File: config.mk
export PLATFORM = sky130hd
export DESIGN_NAME = card_display_scheduler
export DESIGN_NICKNAME = d
export VERILOG_FILES = /design/src/rtl/card_display_pkg.sv /design/src/rtl/card_slot_decode.sv /design/src/rtl/card_display_scheduler.sv
export SDC_FILE = /design/constraint.sdc
export NUM_CORES = 1
export LEC_CHECK = 0
export ABC_AREA = 1
export CORE_ASPECT_RATIO = 1.1
export CORE_MARGIN = 3
export CORE_UTILIZATION = 49
export DETAILED_ROUTE_END_ITERATION = 16
export PLACE_DENSITY = 0.92
export SLEW_MARGIN = 20
export SYNTH_ARGS = -nofsm -noshare
export SYNTH_HDL_FRONTEND = slang
export SYNTH_HIERARCHICAL = 1
export SYNTH_SLANG_ARGS = --single-unit
File: constraint.sdc
create_clock -name clk -period 3.3 [get_ports clk]
set_clock_uncertainty 0.15 [all_clocks]
set_input_delay 0.66 -clock clk [delete_from_list [all_inputs] [get_ports clk]]
set_output_delay 0.66 -clock clk [all_outputs]
set_load 0.01 [all_outputs]
File: src/rtl/card_display_pkg.sv
// Shared card-slot constants and geometry helpers for the scheduler and renderer.
package card_display_pkg;

  localparam int NUM_W      = 12;
  localparam int NUM_SLOTS  = 4;
  localparam int WORD_W     = NUM_W * NUM_SLOTS;
  localparam int SLOT_IDX_W = 2;
  localparam int COORD_W    = 10;

  localparam int DEF_X0           = 220;
  localparam int DEF_Y0           = 140;
  localparam int DEF_CARD_W       = 48;
  localparam int DEF_CARD_H       = 64;
  localparam int DEF_GAP          = 16;
  localparam int DEF_BLINK_FRAMES = 30;

  typedef struct packed {
    logic                  hit;
    logic [SLOT_IDX_W-1:0] idx;
    logic [COORD_W-1:0]    org_x;
  } slot_hit_t;

  function automatic logic [COORD_W-1:0] slot_origin_x(input int x0, input int card_w,
                                                       input int gap, input int i);
    return COORD_W'(x0 + i * (card_w + gap));
  endfunction

endpackage

File: src/rtl/card_slot_decode.sv
// Combinational beam-position to card-slot decode; zero latency, no handshake.
module card_slot_decode
  import card_display_pkg::*;
#(
  parameter int X0     = DEF_X0,
  parameter int Y0     = DEF_Y0,
  parameter int CARD_W = DEF_CARD_W,
  parameter int CARD_H = DEF_CARD_H,
  parameter int GAP    = DEF_GAP
) (
  input  logic [COORD_W-1:0] sx,
  input  logic [COORD_W-1:0] sy,
  output slot_hit_t          slot
);

  logic                 y_in;
  logic [NUM_SLOTS-1:0] hit_vec;
  logic [COORD_W-1:0]   lo_x [NUM_SLOTS];
  logic [COORD_W-1:0]   hi_x [NUM_SLOTS];

  assign y_in = (sy >= COORD_W'(Y0)) && (sy < COORD_W'(Y0 + CARD_H));

  for (genvar i = 0; i < NUM_SLOTS; i++) begin : g_slot
    assign lo_x[i]    = slot_origin_x(X0, CARD_W, GAP, i);
    assign hi_x[i]    = slot_origin_x(X0, CARD_W, GAP, i) + COORD_W'(CARD_W);
    assign hit_vec[i] = y_in && (sx >= lo_x[i]) && (sx < hi_x[i]);
  end

  // Slots never overlap, so a priority scan yields the single hit.
  always_comb begin
    slot.hit   = 1'b0;
    slot.idx   = '0;
    slot.org_x = COORD_W'(X0);
    for (int i = 0; i < NUM_SLOTS; i++) begin
      if (hit_vec[i]) begin
        slot.hit   = 1'b1;
        slot.idx   = SLOT_IDX_W'(i);
        slot.org_x = lo_x[i];
      end
    end
  end

endmodule

File: src/rtl/card_display_scheduler.sv
// Slot sequencing (1 clk after pix_en) and frame-synchronous number-word commit; upd_ready low while a word is pending.
// CARD_DISPLAY_SCHED_BLINK_EN enables the frame-counted highlight blink.
module card_display_scheduler
  import card_display_pkg::*;
#(
  parameter int X0           = DEF_X0,
  parameter int Y0           = DEF_Y0,
  parameter int CARD_W       = DEF_CARD_W,
  parameter int CARD_H       = DEF_CARD_H,
  parameter int GAP          = DEF_GAP,
  parameter int BLINK_FRAMES = DEF_BLINK_FRAMES
) (
  input  logic                  clk,
  input  logic                  rst_n,
  input  logic                  pix_en,
  input  logic [COORD_W-1:0]    sx,
  input  logic [COORD_W-1:0]    sy,
  input  logic                  frame_start,
  input  logic                  upd_valid,
  output logic                  upd_ready,
  input  logic [WORD_W-1:0]     upd_numbers,
  input  logic [NUM_SLOTS-1:0]  sel,
  output logic [WORD_W-1:0]     numbers_concat,
  output logic [COORD_W-1:0]    sx_offset,
  output logic [COORD_W-1:0]    sy_offset,
  output logic [SLOT_IDX_W-1:0] slot_idx,
  output logic                  slot_active,
  output logic                  highlight
);

  localparam logic [0:0] ST_EMPTY   = 1'b0;
  localparam logic [0:0] ST_PENDING = 1'b1;

  slot_hit_t slot;

  logic [0:0]            state_q, state_d;
  logic [WORD_W-1:0]     pending_q, pending_d;
  logic [WORD_W-1:0]     numbers_q, numbers_d;
  logic [COORD_W-1:0]    sx_off_q, sx_off_d;
  logic [COORD_W-1:0]    sy_off_q, sy_off_d;
  logic [SLOT_IDX_W-1:0] idx_q, idx_d;
  logic                  active_q, active_d;
  logic                  sel_hit_q, sel_hit_d;

  card_slot_decode #(
    .X0     (X0),
    .Y0     (Y0),
    .CARD_W (CARD_W),
    .CARD_H (CARD_H),
    .GAP    (GAP)
  ) u_decode (
    .sx   (sx),
    .sy   (sy),
    .slot (slot)
  );

  always_comb begin
    state_d   = state_q;
    pending_d = pending_q;
    numbers_d = numbers_q;
    case (state_q)
      ST_EMPTY: begin
        // A word arriving with frame_start waits for the next frame.
        if (upd_valid) begin
          pending_d = upd_numbers;
          state_d   = ST_PENDING;
        end
      end
      default: begin
        if (frame_start) begin
          numbers_d = pending_q;
          state_d   = ST_EMPTY;
        end
      end
    endcase
  end

  always_comb begin
    sx_off_d  = sx_off_q;
    sy_off_d  = sy_off_q;
    idx_d     = idx_q;
    active_d  = active_q;
    sel_hit_d = sel_hit_q;
    if (pix_en) begin
      active_d  = slot.hit;
      sel_hit_d = slot.hit & sel[slot.idx];
      if (slot.hit) begin
        sx_off_d = slot.org_x;
        sy_off_d = COORD_W'(Y0);
        idx_d    = slot.idx;
      end
    end
  end

  always_ff @(posedge clk) begin
    if (!rst_n) begin
      state_q   <= ST_EMPTY;
      pending_q <= '0;
      numbers_q <= '0;
      sx_off_q  <= COORD_W'(X0);
      sy_off_q  <= COORD_W'(Y0);
      idx_q     <= '0;
      active_q  <= 1'b0;
      sel_hit_q <= 1'b0;
    end else begin
      state_q   <= state_d;
      pending_q <= pending_d;
      numbers_q <= numbers_d;
      sx_off_q  <= sx_off_d;
      sy_off_q  <= sy_off_d;
      idx_q     <= idx_d;
      active_q  <= active_d;
      sel_hit_q <= sel_hit_d;
    end
  end

`ifdef CARD_DISPLAY_SCHED_BLINK_EN
  localparam int CNT_W = $clog2(BLINK_FRAMES + 1);

  logic [CNT_W-1:0] frame_cnt_q, frame_cnt_d;
  logic             blink_q, blink_d;

  always_comb begin
    frame_cnt_d = frame_cnt_q;
    blink_d     = blink_q;
    if (frame_start) begin
      if (frame_cnt_q == CNT_W'(BLINK_FRAMES - 1)) begin
        frame_cnt_d = '0;
        blink_d     = ~blink_q;
      end else begin
        frame_cnt_d = frame_cnt_q + 1'b1;
      end
    end
  end

  always_ff @(posedge clk) begin
    if (!rst_n) begin
      frame_cnt_q <= '0;
      blink_q     <= 1'b1;
    end else begin
      frame_cnt_q <= frame_cnt_d;
      blink_q     <= blink_d;
    end
  end

  assign highlight = active_q & sel_hit_q & blink_q;
`else
  assign highlight = active_q & sel_hit_q;
`endif

  assign upd_ready      = (state_q == ST_EMPTY);
  assign numbers_concat = numbers_q;
  assign sx_offset      = sx_off_q;
  assign sy_offset      = sy_off_q;
  assign slot_idx       = idx_q;
  assign slot_active    = active_q;

endmodule

Word level (Yosys, flattened, before mapping):

Index checks and enable logic that the tools add are counted.

* input bits: 77
* output and inout bits: 73
* flip-flop bits (word level): 111
* word-level logic and storage cells: 42

* reductions and logical operators: 12
* mux-type cells: 9
* magnitude comparators: 11
* bitwise gates (word level): 3

Operators with widths (count)
* $mux 13: 4
* $lt 10x9->1 const B: 4
* $ge 10x9->1 const B: 3
* $ge 10x8->1 const B: 2
* $lt 10x8->1 const B: 1
* $logic_and 1x1->1: 9
* $reduce_and 2->1: 3
* $mux 1: 4
* $lt 2x3->1 const B: 1
* $and 1x1->1: 2
* $bmux 1 s2: 1
* $not 1->1: 1

Longest topological paths before layout:

* depth in word-level cells: 11
* gate-level depth with buffers: 14
* mapped depth without buffers: 14

Cells and area by module:

Netlist, hierarchy kept.

Modules (own cells, without submodules)
* card_display_scheduler: times used 1, cells each 510, seq. area each 2222.1 µm², area an instance 3982.6 µm²
* card_slot_decode: times used 1, cells each 71, seq. area each 0.0 µm², area an instance 360.3 µm²

Worst setup path before layout:

OpenSTA, ideal clock, no wires.

* kind: input to register
* from: input sy[4]
* to: register sx_off_q[8], in the netlist sx_offset[8]
* setup slack: 1.276 ns
* required time: 3.034 ns
* cell stages on the path: 11
* buffers on the path: 1
* arrival: 1.758 ns
* setup time: 0.116 ns
* path through: nor2_1 > nand2_1 > nand2_1 > nand2_1 > nor2_4 > nand3_1 > nand4_1 > nand2_1 > clkbuf_1 > o21ai_0 > nor2_1

RTL lines
* start: declaration: line card_display_scheduler.sv:17 `input logic [COORD_W-1:0] sy,`
* end signal: assignment: line card_display_scheduler.sv:100 `sx_off_q <= COORD_W'(X0);`
* end signal: assignment: line card_display_scheduler.sv:109 `sx_off_q <= sx_off_d;`
* end: declaration: line card_display_scheduler.sv:39 `logic [COORD_W-1:0] sx_off_q, sx_off_d;`

==> impl_metrics.env <==
export IMPL_outcome="completed"
export IMPL_cts_root_buf="clkbuf_8"
export IMPL_start_util_pct=51.1
export IMPL_track_usage_pct=21.4
export IMPL_ys_types=25
export IMPL_ys_seq_area_share_pct=51.2
export IMPL_ctsHoldBuffers=0
export IMPL_worstMarginPinSlew_ps=832
export IMPL_wl_um=10300
export IMPL_cts_buffers=9
export IMPL_num_rows=35
export IMPL_antenna_found_initial=0
export IMPL_synth_top_family_by_area="simple AND/OR/NAND/NOR gates"
export IMPL_fp_dieH_um=105
export IMPL_multiInputGateArea_um2=1760
export IMPL_netlist_top_cells_area="dfxtp_1 51%, nor2_1 18%, o21ai_0 9.0%, nand2_1 3.9%, buf_4 3.3%"
export IMPL_crit_family="buffers and inverters"
export IMPL_ctsLongestPathBuffers=2
export IMPL_synthCells=581
export IMPL_placedCellCount=794
export IMPL_hold_path_startpoint="numbers_concat[20]"
export IMPL_synth_simple_area_share_pct=25.9
export IMPL_drc_errors=0
export IMPL_design_core_area_um2=8500
export IMPL_io_buffers=135
export IMPL_critical_path_buf_inv_count=3
export IMPL_ys_seq_elements=111
export IMPL_fin_crit_ps=2700
export IMPL_period_share_pct=81.8
export IMPL_fillers=718
export IMPL_synth_mux_area_share_pct=0
export IMPL_post_cts_setup_buffers=0
export IMPL_hp_class="reg2reg"
export IMPL_num_vias=3993
export IMPL_max_cap_viol_count=0
export IMPL_fin_setup_tns_ps=0
export IMPL_syn_avg_cell_area_um2=7.47
export IMPL_final_cells=810
export IMPL_wl_per_cell_um=12.7
export IMPL_antenna_cells=0
export IMPL_max_stage_delay_ps=490
export IMPL_grt_pass1_wl_um=17300
export IMPL_cts_clk_slew_worst_paths_ps=90
export IMPL_synth_compound_area_share_pct=13.2
export IMPL_first_global_vias=3776
export IMPL_cts_sinks=111
export IMPL_power_density_nw_per_um2=470
export IMPL_postLayoutCellArea_um2=5790
export IMPL_r2r_start="state_q"
export IMPL_synth_xor_area_share_pct=0
export IMPL_seq_area_um2=2220
export IMPL_postCtsResizedCells=0
export IMPL_place_congestion=0.835
export IMPL_nNetsFinal=771
export IMPL_dr_first_iter_drc_count=194
export IMPL_fp_dieW_um=95.8
export IMPL_cp_slowest_cell="clkdlybuf4s50_1"
export IMPL_grt_overflow=0
export IMPL_setup_violations_final=0
export IMPL_critPathMaxFanout=14
export IMPL_dr_pass1_iters=5
export IMPL_power_leakage_nw=2.39
export IMPL_hpwl_um=7430
export IMPL_critPathLaunchType="primary input"
export IMPL_synth_area_um2=4340
export IMPL_synth_fa_ha_area_share_pct=0
export IMPL_drv_slew=0
export IMPL_hold_violations=0
export IMPL_ant_nets=0
export IMPL_viasPerCell=4.93
export IMPL_path_cells="clkdlybuf4s50_1 > a21oi_1 > inv_1 > a21oi_2 > nand3_1 > nand4_1 > nand2_1 > inv_1 > o21ai_0 > a21oi_1"
export IMPL_yosysTopAreaCell="dfxtp_1"
export IMPL_fmax_mhz=370
export IMPL_ir_worst_vdd_v=0.000290
export IMPL_die_area_um2=10000
export IMPL_crit_required_ps=3430
export IMPL_rsz0062_at_grt="false"
export IMPL_yosys_warnings=6
export IMPL_dpl_cell_area_um2=5590
export IMPL_area_delta_synth_final_pct=33.4
export IMPL_clock_latency_ps=360
export IMPL_drive_gt1_share_pct=5.87
export IMPL_crit_path_start="sx[8]"
export IMPL_synth_top_area_share_pct=51.2
export IMPL_grt_start_max_net_pins=53
export IMPL_worst_ep_arrival_time_ps=2830
export IMPL_end_kind="flip-flop"
export IMPL_tritoncts="built"
export IMPL_cts_htree_levels=3
export IMPL_path_class="in2reg"
export IMPL_ios=150
export IMPL_slew_headroom_pct=44.5
-- Yosys cell counts, drive strengths merged --
library cell and n:
nand2 49, nand4 1, clkinv 1, buf 37, conb 4, nand3 14, inv 20, nor2 217
o21ai 105, a211oi 1, a21oi 6, clkbuf 14, nor3b 1, dfxtp 111
-- stage by stage --
step / util (%) / setup slack [ps] / hold slack, ps / total power [W]
4_1_cts: 68.2 / 656 / 343 / 0.00274
3_3_place_gp: 65.8 / 389 / 309 / 0.00191
3_5_place_dp: 65.8 / 271 / 320 / 0.00193
6_report: 68.2 / 600 / 338 / 0.00272
5_1_grt: 68.2 / 368 / 364 / 0.00285
2_1_floorplan: - / 1280 / 306 / 0.00173
-- state kept, by name, summed over array words and instances, names as in the netlist --
name,cells
sx_offset,10
slot_idx,2
pending_q,48
slot_active,1
sel_hit_q,1
state_q,1
numbers_concat,48
-- final timing paths --
| kind | to | slack (ps) | cells after the start |
|---|---|---|---|
| worst max-delay path | slot_idx[0] | 600 | 10 |
| worst min-delay path | numbers_concat[20] | 340 | 2 |
| worst max register to register | numbers_concat[23] | 1730 | 4 |
| worst min register to register | numbers_concat[20] | 340 | 2 |
-- report_power, final --
part / internal (W) / switching, W / leakage [nW]
clock: 0.000380 / 0.000440 / 0.102
combinational: 0.000215 / 0.000210 / 1.38
sequential: 0.00143 / 0.0000460 / 0.913
-- layout make-up --
cell class,instances,share of cell area (%)
clock inverter,5,1.14
tap,111,2.40
clock buffer,11,2.44
multi-input combinational,411,30.4
inverter,21,1.36
timing repair buffer,140,23.9
sequential,111,38.4
-- worst min-delay path: cells and delay by family, from the launching register on --
kind          cells  cell delay (ps)
simple gates      2              130
flops             1              330
-- metal layers --
layer	wire (um)	vias to the layer above	global-route usage (%)	part of all wire, %
met4	217	0	7.42	2.1
met2	5380	127	37.5	52
met5	0	-	0	0
li1	-	2024	-	-
met1	4120	1826	25.6	40
met3	560	16	4.03	5.5
-- placed cells by master (no fill, tap or decap), drive strengths merged --
| cell type | n |
|---|---|
| a211oi | 1 |
| a21oi | 6 |
| buf | 6 |
| bufinv | 1 |
| clkbuf | 11 |
| clkdlybuf4s50 | 134 |
| clkinv | 3 |
| clkinvlp | 1 |
| conb | 17 |
| dfxtp | 111 |
| inv | 21 |
| nand2 | 49 |
| nand3 | 14 |
| nand4 | 1 |
| nor2 | 217 |
| nor3b | 1 |
| o21ai | 105 |
-- kinds of logic (layout without fill, tap and decap cells) --
kind of cell,after synthesis,after routing
AO/OA/AOI/OAI,112,112
other,4,17
flip-flops,111,111
AND/OR/NAND/NOR,282,282
buffers and inverters,72,177
No activity file was read; power rests on OpenSTA's default activity.
